==> src/rtl/lfclk_gen.sv <==
// Low-frequency clock generator: an NCO accumulator toggles lfclk_o so the long-term
// rate is exactly OUT_HZ, with run/drain control and rise / one-second strobes.
module lfclk_gen #(
  parameter int IN_HZ  = 16000000,
  parameter int OUT_HZ = 32768,
  parameter int ACC_W  = 25
) (
  input  logic clk,
  input  logic rst_n,
  input  logic en,
  output logic lfclk_o,
  output logic rise_o,
  output logic sec_o,
  output logic running_o
);

  localparam int SEC_W = (OUT_HZ > 1) ? $clog2(OUT_HZ) : 1;
  localparam logic [ACC_W-1:0] INC     = ACC_W'(2 * OUT_HZ);
  localparam logic [ACC_W-1:0] TOP     = ACC_W'(IN_HZ);
  localparam logic [SEC_W-1:0] SEC_MAX = SEC_W'(OUT_HZ - 1);

  if (2 * OUT_HZ >= IN_HZ) begin : g_bad_ratio
    $error("lfclk_gen: 2*OUT_HZ must be below IN_HZ");
  end
  if ((64'd1 << ACC_W) <= (64'(IN_HZ) + 64'(2 * OUT_HZ))) begin : g_bad_width
    $error("lfclk_gen: ACC_W too narrow for IN_HZ + 2*OUT_HZ");
  end

  typedef enum logic [1:0] {
    S_IDLE  = 2'd0,
    S_RUN   = 2'd1,
    S_DRAIN = 2'd2
  } state_t;

  state_t           state_q, state_d;
  logic [ACC_W-1:0] acc_q, acc_d;
  logic [ACC_W-1:0] nxt_s;
  logic             wrap_s;
  logic             lfclk_q, lfclk_d;
  logic             rise_q, rise_d;
  logic             sec_q, sec_d;
  logic             running_q, running_d;
  logic [SEC_W-1:0] sec_cnt_q, sec_cnt_d;

  // Candidate accumulator value and half-period boundary detect
  always_comb begin
    nxt_s  = acc_q + INC;
    wrap_s = (nxt_s >= TOP);
  end

  // State register
  always_ff @(posedge clk or negedge rst_n) begin
    if (!rst_n) begin
      state_q <= S_IDLE;
    end else begin
      state_q <= state_d;
    end
  end

  // Next-state logic; stopping only lands in IDLE once lfclk would be low
  always_comb begin
    state_d = state_q;
    case (state_q)
      S_IDLE: begin
        if (en) state_d = S_RUN;
        else    state_d = S_IDLE;
      end
      S_RUN: begin
        if (en)                     state_d = S_RUN;
        else if (lfclk_q ^ wrap_s)  state_d = S_DRAIN;
        else                        state_d = S_IDLE;
      end
      S_DRAIN: begin
        if (en)          state_d = S_RUN;
        else if (wrap_s) state_d = S_IDLE;
        else             state_d = S_DRAIN;
      end
      default: state_d = S_IDLE;
    endcase
  end

  // Datapath next values: accumulator, output phase, strobes and second counter
  always_comb begin
    acc_d     = acc_q;
    lfclk_d   = lfclk_q;
    sec_cnt_d = sec_cnt_q;
    sec_d     = 1'b0;
    if (state_d == S_IDLE) begin
      acc_d   = '0;
      lfclk_d = 1'b0;
    end else begin
      acc_d   = wrap_s ? (nxt_s - TOP) : nxt_s;
      lfclk_d = lfclk_q ^ wrap_s;
    end
    rise_d = lfclk_d & ~lfclk_q;
    if (rise_d) begin
      if (sec_cnt_q == SEC_MAX) begin
        sec_cnt_d = '0;
        sec_d     = 1'b1;
      end else begin
        sec_cnt_d = sec_cnt_q + SEC_W'(1);
      end
    end else begin
      sec_cnt_d = sec_cnt_q;
    end
    running_d = (state_q != S_IDLE);
  end

  // Datapath and output registers
  always_ff @(posedge clk or negedge rst_n) begin
    if (!rst_n) begin
      acc_q     <= '0;
      lfclk_q   <= 1'b0;
      rise_q    <= 1'b0;
      sec_q     <= 1'b0;
      running_q <= 1'b0;
      sec_cnt_q <= '0;
    end else begin
      acc_q     <= acc_d;
      lfclk_q   <= lfclk_d;
      rise_q    <= rise_d;
      sec_q     <= sec_d;
      running_q <= running_d;
      sec_cnt_q <= sec_cnt_d;
    end
  end

  assign lfclk_o   = lfclk_q;
  assign rise_o    = rise_q;
  assign sec_o     = sec_q;
  assign running_o = running_q;

endmodule

==> config.mk <==
export PLATFORM = sky130hd
export DESIGN_NAME = lfclk_gen
export DESIGN_NICKNAME = d
export VERILOG_FILES = /design/src/rtl/lfclk_gen.sv
export SDC_FILE = /design/constraint.sdc
export NUM_CORES = 1
export LEC_CHECK = 0
export ABC_AREA = 1
export BUFFER_PORTS_ARGS = -buffer_cell sky130_fd_sc_hd__buf_4
export CAP_MARGIN = 5
export CORE_ASPECT_RATIO = 1.25
export CORE_UTILIZATION = 56
export CTS_CLUSTER_SIZE = 30
export DETAILED_ROUTE_END_ITERATION = 8
export PLACE_DENSITY = 0.76
export SLEW_MARGIN = 20
export SYNTH_ARGS = -nofsm -noshare
export SYNTH_HDL_FRONTEND = slang
export SYNTH_SLANG_ARGS = --single-unit
==> constraint.sdc <==
create_clock -name clk -period 2 [get_ports clk]
set_input_delay 0.3 -clock clk [delete_from_list [all_inputs] [get_ports clk]]
set_output_delay 0.3 -clock clk [all_outputs]
set_load 0.05 [all_outputs]
==> implementation parameters, run 1 <==
Parameter                              Value

Synthesis
  Seq/Total Area, Yosys    between 40% and 50%
  Synthesized cell area    2250 um^2
  Post-synthesis simple-gate area fraction    37.9%
  EDFF count, synth    0
  Compound-cell area share of the yosys netlist    approximately 4.0%
  Avg Synthesized Cell Area    around 7.2 um^2
  Yosys top cell by area    dfrtp_1
  Flop and latch count out of synthesis    36
  Post-Synth XOR/XNOR Area    ~5.5%
  Adder and majority cell fraction of the synthesized area    2.78%
  Post-synthesis mux area share    0%
  Most frequently used flop master after synthesis    dfrtp_1
  Leading post-synthesis cells by cell area    dfrtp_1, nand2_1, nand3_1, inv_1, nor2_1
  Yosys warning count    0
  Post-synth net total    ~320
  Synth async-reset ratio    100%
  Combinational family with the most area after synthesis    simple AND/OR/NAND/NOR gates
  Count of cell types in the netlist    32
  Synthesized netlist cell count    313
  Share of the synthesized area in the top cell type    40.0%

Final layout
  Register cell area after layout    903 um^2
  Number of standard cells in the final layout excluding fillers    416
  Post-Route Utilization    75.8%
  Ant. Diodes    0
  Layout Area Growth over Synthesis    28.6%
  Area of combinational cells with multiple inputs    1260 um^2
  Fill cell instance count of the final layout    316
  Share of layout cells above drive strength 1    27.6%
  Leading cell type in the layout, fill and taps excluded    nand2_1
  Commonest cells after routing, fill and taps aside    nand2_1, buf_4, inv_1
  Total Nets Final    369

Critical path
  Reg-to-reg endpoint    sec_cnt_q[2]
  Element type at the critical path end    flip-flop
  Worst-path fanout max    11
  Start point of the critical path    acc_q[17]
  R2R Path Start    acc_q[17]
  Sort of element at the start of the critical path    flip-flop
  Worst EP arrival    about 2.4 ns
  Worst reg2reg setup slack    -0.17 ns
  Required time at the endpoint of the critical path    between 2 and 2.5 ns
  CP Class    reg2reg
  Depth of the worst register-to-register path    15

CTS
  Number of buffers inserted during clock tree synthesis    5
  Maximum count of clock buffers along a single path    2
  Source-to-sink clock delay at the later pin of the worst-skew pair    between 0.2 and 0.3 ns
  Root buffer cell    clkbuf_8
  CTS tree    built
  CTS Sinks    36
  Clock slew at reported path FFs    0.07 ns
  H-tree depth    2

Run
  Max cap viols    0

Pwr
  Power Dens Cells    491 nW/um^2
  Leakage component of the power    1.52 nW
  Total Power Consumption    about 1.4 mW
  Max rail drop VDD    ~420 uV

Route
  Count of unresolved DRC violations after routing    0
  Wire per inst    12.0 um
  First DRT Iteration DRCs    84
  First-pass DRT Iterations    4
  Count of nets left with antenna violations after detail routing    0
  DR vias/cell    5.04
  Via count of the routed design    2096
  Post-Route WL    ~5000 um

Timing
  Slew at the pin closest to its max-slew limit    0.456 ns
  Final hold viol count    0
  Period Utilization, post-route    109%
  Final clock skew    0.00623 ns
  Post-layout min period    2.17 ns
  Worst slew margin relative to its limit    69.6%
  Final-report setup violation count    33
  Setup repair after global routing missed its margin    yes
  Worst Hold Slack    roughly 0.35 ns
  Fin. max-slew vios    0
  Highest attainable clock frequency    460 MHz
  Worst setup slack after layout    -0.172 ns

Hold path
  Class of the most critical hold timing path    in2reg
  Hold-critical path endpoint    state_q[0]
  Min-Delay Path Depth    3
  Worst hold path startpoint    en

Run status
  Failing checks    setup timing
  Result of the run    finished, violations left

Floorplan
  Die Width    58.7 um
  Num ports    7
  Die area    approximately 4300 um^2
  Starting density of the core    59.0%
  Core Area    about 3800 um^2
  Chip Height    72.9 um
  Number of cell rows    25

GRT
  Met1 routing resource usage after global routing    29.1%
  Antenna violations before repair    0
  Tot GR Track Use    26.0%
  Vias in the first global route    2062
  Most utilized layer in the global route result    met2
  Met3 Usage GRT    under 10%
  Fraction of met2 tracks used by global routing    between 40% and 50%
  Global route total overflow    0
  Pin count of the biggest net entering global routing    37
  Wire length of the first global-routing pass    8470 um

Placed design
  Number of cells after detailed placement    396
  Sum of net half-perimeters after detailed placement    3520 um
  IO Port Bufs    6
  Routability congestion estimate from global placement    approximately 0.87
[worst max path at each step]
stage / endpoint / cells after the start / slack (ns)
CTS: sec_cnt_q[2] / 15 / -0.15
detailed placement: sec_cnt_q[2] / 15 / -0.16
global route: sec_cnt_q[2] / 15 / -0.30
finish: sec_cnt_q[2] / 15 / -0.17
global placement: acc_q[18] / 11 / -0.10
floorplan: sec_cnt_q[3] / 16 / -0.05
[Yosys cell counts (2+ instances only)]
library cell	number
o21ai_1	2
dfrtp_1	36
nand2_2	2
xnor2_1	5
nor2_1	33
nand4_1	4
xor2_1	9
inv_1	39
nand3_2	2
nor3_1	8
nand2_1	84
a21oi_1	6
nand3_1	37
o21ai_0	6
buf_2	4
clkbuf_1	2
nand3b_1	6
nand2_4	2
inv_2	8
ha_1	5
a31oi_1	2
[registers in the layout (all words and copies together) (netlist names)]
| name | flops |
|---|---|
| rise_o | 1 |
| acc_q | 15 |
| running_o | 1 |
| sec_o | 1 |
| state_q | 2 |
| lfclk_o | 1 |
| sec_cnt_q | 15 |
[logic make-up after synthesis]
family	after synthesis
adder cells (fa/ha/maj)	5
AO/OA/AOI/OAI	17
buffers and inverters	55
XOR/XNOR	14
flip-flops	36
AND/OR/NAND/NOR	186
[what timing repair did]
item	in CTS	in global routing
endpoints found under the setup margin	33	33
setup buffers	8	2
pin swaps	3	0
hold endpoints to repair	36	0
hold buffers	1	0
gates resized for setup	7	5
cloned	1	0
[final cells by class]
class | count | share of cell area [%]
Sequential cell | 36 | 31.2
Clock inverter | 2 | 0.519
Inverter | 48 | 6.40
Tap cell | 54 | 2.34
Multi-Input combinational cell | 222 | 43.5
Clock buffer | 6 | 2.85
Timing Repair Buffer | 48 | 13.1
[stage by stage]
stage | setup WS, ns | setup TNS (ns) | instance area (um^2)
after floorplan | -0.0490 | -1.17 | 2360
after global placement | -0.103 | -2.20 | 2660
after detailed placement | -0.156 | -3.75 | 2660
after CTS | -0.150 | -3.69 | 2870
after global routing | -0.297 | -8.22 | 2890
final | -0.172 | -4.27 | 2890
[report_power, final]
group	internal, mW	switching (mW)	total, mW
Sequential	0.735	0.0101	0.745
Combinational	0.0456	0.0666	0.112
Clock	0.279	0.284	0.563
Total	1.06	0.361	1.42
[layer usage]
metal  up-vias  wire length, um
met5         -                0
met4         0               66
met3         8               63
met2        10             2820
met1      1003             2060
li1       1075                -
[worst max-delay path, stage by stage (launching register included)]
cell and delay, ns:
dfrtp_2 0.44, ha_4 0.19, nand2_4 0.05, inv_2 0.06, nand3b_1 0.09, nand2_2 0.09, nand3_2 0.10, nor2_2 0.15
nand2_2 0.08, nand2_4 0.11, nand2_2 0.06, nand4_1 0.14, nand3_4 0.16, buf_6 0.19, nand3_1 0.08, nand2_1 0.06
No activity file was read; power rests on OpenSTA's default activity.
==> inputs of run 2 (changes only) <==
CORE_ASPECT_RATIO = 0.7   (was 1.25)
TNS_END_PERCENT = 20   (was default)
==> implementation parameters, run 2 (synthesis results as in run 1) <==
Parameter                              Value

Timing
  Fin. max-slew vios    0
  Final-report setup violation count    33
  Period Utilization, post-route    114%
  Final clock skew    0.00739 ns
  Post-layout min period    approximately 2.3 ns
  Highest attainable clock frequency    440 MHz
  Setup repair after global routing missed its margin    yes
  Slew at the pin closest to its max-slew limit    ~0.45 ns
  Worst slew margin relative to its limit    70.0%
  Worst setup slack after layout    -0.272 ns
  Final hold viol count    0
  Worst Hold Slack    0.341 ns
  Final sum of negative setup slack    -7.54 ns

Route
  Wire per inst    13.2 um
  First DRT Iteration DRCs    around 130
  DR vias/cell    5.23
  Count of unresolved DRC violations after routing    0
  First-pass DRT Iterations    4
  Via count of the routed design    2135
  Count of nets left with antenna violations after detail routing    0
  Post-Route WL    5370 um

GRT
  Pin count of the biggest net entering global routing    37
  Antenna violations before repair    0
  Global route total overflow    0
  Vias in the first global route    between 1500 and 2000
  Tot GR Track Use    27.9%
  Wire length of the first global-routing pass    8880 um

Run status
  Result of the run    finished, violations left
  Failing checks    setup timing

Pwr
  Leakage component of the power    1.52 nW
  Max rail drop VDD    378 uV
  Power Dens Cells    around 470 nW/um^2
  Total Power Consumption    1.35 mW

Final layout
  Number of standard cells in the final layout excluding fillers    408
  Commonest cells after routing, fill and taps aside    nand2_1, inv_1, buf_4
  Ant. Diodes    0
  Layout Area Growth over Synthesis    26.7%
  Share of layout cells above drive strength 1    24.6%
  Total Nets Final    roughly 370
  Fill cell instance count of the final layout    255
  Registers with the most flip-flops    acc_q (15), sec_cnt_q (15), state_q (2)
  Post-Route Utilization    around 78%
  Register cell area after layout    903 um^2
  Area of combinational cells with multiple inputs    1240 um^2
  Fin area    2850 um^2
  Leading cell type in the layout, fill and taps excluded    nand2_1

Placed design
  Sum of net half-perimeters after detailed placement    between 3000 and 4000 um
  Number of cells after detailed placement    389
  IO Port Bufs    6
  Cell area after placement    2600 um^2
  Routability congestion estimate from global placement    approximately 0.79
  Post-Place Setup Slack    -0.179 ns

CTS
  Source-to-sink clock delay at the later pin of the worst-skew pair    0.28 ns
  Clock slew at reported path FFs    ~0.07 ns
  H-tree depth    2
  CTS tree    built
  Number of buffers inserted during clock tree synthesis    5
  Root buffer cell    clkbuf_8
  Maximum count of clock buffers along a single path    2
  CTS Sinks    36

Critical path
  Longest individual stage delay on the worst path    0.44 ns
  Sort of element at the start of the critical path    flip-flop
  Worst-path cell with the longest stage delay    dfrtp_2
  Reg-to-reg endpoint    sec_cnt_q[1]
  Worst-path fanout max    20
  Depth of the worst register-to-register path    14
  CP Class    reg2reg
  Required time at the endpoint of the critical path    2.22 ns
  Cell family with most CP delay    simple AND/OR/NAND/NOR gates
  R2R Path Start    acc_q[17]
  Worst path cell trace    buf_4 -> ha_4 -> nor2_1 -> nand3_1 -> nand2_1 -> nand3_2 -> nand2_2 -> nand2_4 -> nand2_2 -> nand4_1 -> nand3_4 -> buf_12 -> nand3_1 -> nand2_1
  Worst reg2reg setup slack    -0.27 ns
  Worst EP arrival    2.49 ns
  Start point of the critical path    acc_q[17]
  Element type at the critical path end    flip-flop
  Crit path buffers/inverters    2

Floorplan
  Chip Height    55.0 um
  Number of cell rows    18
  Die Width    between 70 and 80 um
  Die area    between 4000 and 5000 um^2
  Core Area    3670 um^2
  Starting density of the core    61.3%
  Num ports    7

Run
  Max cap viols    0

Hold path
  Class of the most critical hold timing path    in2reg
  Min-Delay Path Depth    3
  Worst hold path startpoint    en
  Hold-critical path endpoint    state_q[0]
==> run 2: what timing repair did <==
action	4_1_cts	5_1_grt
pin swaps	2	2
hold buffers	1	0
cloned	0	0
buffers inserted	9	2
hold endpoints to repair	36	0
setup endpoints to repair	33	34
resized for setup	9	6
==> run 2: cell type report <==
type,count,share of cell area (%)
multi-input combinational,222,43.4
clock inverter,1,0.176
clock buffer,6,2.55
sequential,36,31.7
tap,50,2.19
inverter,48,6.50
timing repair buffer,45,13.5
==> run 2: routing by layer <==
layer | wire length, um | track usage (%) | vias to the layer above
met2 | 2410 | 46.6 | 64
met3 | 354 | 5.90 | 4
li1 | - | - | 1070
met1 | 2580 | 37.7 | 997
met4 | 29 | 7.23 | 0
met5 | 0 | 0 | -
==> run 2: power by group <==
group / internal [mW] / switching (mW)
Clock: 0.237 / 0.246
Sequential: 0.735 / 0.00934
Combinational: 0.0534 / 0.0691
==> run 2: worst max-delay path by stage <==
stage               endpoint  slack (ns)  cells past startpoint
2_1_floorplan        lfclk_o       -0.05                     15
3_3_place_gp       acc_q[16]       -0.15                     15
3_5_place_dp       acc_q[21]       -0.18                     15
4_1_cts            acc_q[22]       -0.15                     12
5_1_grt        sec_cnt_q[14]       -0.37                     12
6_report        sec_cnt_q[1]       -0.27                     14
==> run 2: worst reg2reg max path, cell delays in order (launching register included) <==
cell and delay [ns]:
dfrtp_2 0.44, buf_4 0.15, ha_4 0.23, nor2_1 0.11, nand3_1 0.08, nand2_1 0.10, nand3_2 0.08, nand2_2 0.12
nand2_4 0.09, nand2_2 0.10, nand4_1 0.17, nand3_4 0.20, buf_12 0.17, nand3_1 0.08, nand2_1 0.09
==> inputs of run 3 (changes only) <==
CORE_UTILIZATION = 62   (was 56)
PLACE_DENSITY = 0.79   (was 0.76)
clock period = 2.1 ns   (was 2 ns; I/O delays follow)
==> implementation parameters, run 3 (synthesis results as in run 1) <==
Parameter                              Value

Final layout
  Ant. Diodes    0
  Total Nets Final    366
  Fill cell instance count of the final layout    135
  Layout Area Growth over Synthesis    32.5%
  Leading cell type in the layout, fill and taps excluded    nand2_1
  Commonest cells after routing, fill and taps aside    nand2_1, inv_1, nand3_1, buf_4, dfrtp_1
  Registers with the most flip-flops    acc_q (15), sec_cnt_q (15), state_q (2)
  Post-Route Utilization    90.4%
  Share of layout cells above drive strength 1    between 20 and 30%

Run
  Max cap viols    0

GRT
  Wire length of the first global-routing pass    9430 um
  Global route total overflow    0
  Antenna violations before repair    0
  Tot GR Track Use    33.1%
  Pin count of the biggest net entering global routing    37
  Vias in the first global route    2068

Floorplan
  Die Width    74.0 um
  Core Area    3300 um^2
  Num ports    7
  Die area    approximately 3900 um^2
  Chip Height    around 52 um
  Number of cell rows    17
  Starting density of the core    between 60% and 70%

Pwr
  Total Power Consumption    1.37 mW
  Leakage component of the power    1.58 nW
  Power Dens Cells    458 nW/um^2
  Max rail drop VDD    734 uV

Timing
  Fin. max-slew vios    0
  Highest attainable clock frequency    around 400 MHz
  Worst slew margin relative to its limit    69.4%
  Final clock skew    0.0195 ns
  Worst setup slack after layout    -0.392 ns
  Period Utilization, post-route    119%
  Final-report setup violation count    34
  Slew at the pin closest to its max-slew limit    0.459 ns
  Setup repair after global routing missed its margin    yes
  Final hold viol count    0
  Post-layout min period    ~2.5 ns

Hold path
  Class of the most critical hold timing path    in2reg

Placed design
  IO Port Bufs    6
  Sum of net half-perimeters after detailed placement    3720 um
  Routability congestion estimate from global placement    0.909

Critical path
  Longest individual stage delay on the worst path    ~0.41 ns
  Worst path cell trace    ha_4 -> nand2_2 -> nor3_4 -> nand2_2 -> xor2_2 -> nand2_4 -> nand2_4 -> nand4_1 -> nand3_4 -> buf_12 -> clkbuf_16 -> nand3_1 -> nand2_1
  Worst EP arrival    ~2.7 ns
  Element type at the critical path end    flip-flop
  CP Class    reg2reg
  Sort of element at the start of the critical path    flip-flop
  Worst-path cell with the longest stage delay    dfrtp_2
  Required time at the endpoint of the critical path    ~2.3 ns
  Worst-path fanout max    6

CTS
  Number of buffers inserted during clock tree synthesis    5
  Source-to-sink clock delay at the later pin of the worst-skew pair    0.30 ns
  Clock slew at reported path FFs    0.07 ns
  Maximum count of clock buffers along a single path    2
  CTS tree    built
  H-tree depth    2
  CTS Sinks    36
  Root buffer cell    clkbuf_8

Route
  First DRT Iteration DRCs    393
  Count of unresolved DRC violations after routing    0
  First-pass DRT Iterations    5
  Post-Route WL    about 7600 um
  Count of nets left with antenna violations after detail routing    0
  Wire per inst    18.8 um
  DR vias/cell    about 6.3
  Via count of the routed design    around 2600

Run status
  Result of the run    finished, violations left
  Failing checks    setup timing
run 3: report_power, final:
part	total, mW	internal (mW)	switching (mW)	leakage [nW]
Sequential	0.710	0.701	0.00911	0.490
Combinational	0.145	0.0664	0.0785	1.04
Clock	0.511	0.268	0.243	0.0455
run 3: layout make-up:
| type | instances | area (um^2) | area share, % |
|---|---|---|---|
| inverters | 48 | 185 | 6.21 |
| well taps | 47 | 58.8 | 1.97 |
| flip-flops and latches | 36 | 906 | 30.4 |
| multi-input cells | 223 | 1300 | 43.6 |
| repair buffers | 44 | 443 | 14.9 |
| clock buffers | 8 | 90.1 | 3.02 |
run 3: final timing paths:
check,startpoint,to,slack (ns),cells past startpoint
max in group asynchronous,rst_n,acc_q[16],1.24,2
min reg2reg,state_q[0],state_q[0],0.48,1
min in group asynchronous,rst_n,acc_q[11],0.51,2
max reg2reg,acc_q[16],sec_cnt_q[4],-0.39,13
max,acc_q[16],sec_cnt_q[4],-0.39,13
min,en,state_q[0],0.36,3
run 3: layer usage:
layer / global-route usage [%] / up-vias / routed length (um)
met1: 46.2 / 1149 / 2790
met2: 51.1 / 235 / 3300
li1: - / 1079 / -
met5: 0 / - / 0
met4: 11.2 / 0 / 632
met3: 7.12 / 94 / 914
run 3: per-stage QoR:
step	TNS (ns)	worst slack (ns)	cells	hold slack, ns	instance area (um^2)
floorplan	0	0.00796	313	0.0194	2270
detailed placement	-4.14	-0.175	381	0.295	2500
CTS	-2.28	-0.109	394	0.354	2700
global route	-12.75	-0.554	406	0.388	2980
global placement	-1.58	-0.0847	381	0.297	2500
finish	-9.51	-0.392	406	0.356	2980
run 3: timing repair:
action | CTS | global route
gates cloned | 0 | 6
endpoints found under the hold margin | 36 | 0
hold buffers | 1 | 0
pin swaps | 3 | 15
endpoints found under the setup margin | 33 | 34
gates resized for setup | 15 | 27
setup buffers | 4 | 6
run 3: critical path, delay by kind of cell, from the launching register on:
family / cells / cell delay, ns
and+or+nand+nor: 9 / 1.24
buffers and inverters: 2 / 0.31
adders and majority gates: 1 / 0.18
DFF: 1 / 0.41
xor gates and xnor gates: 1 / 0.30
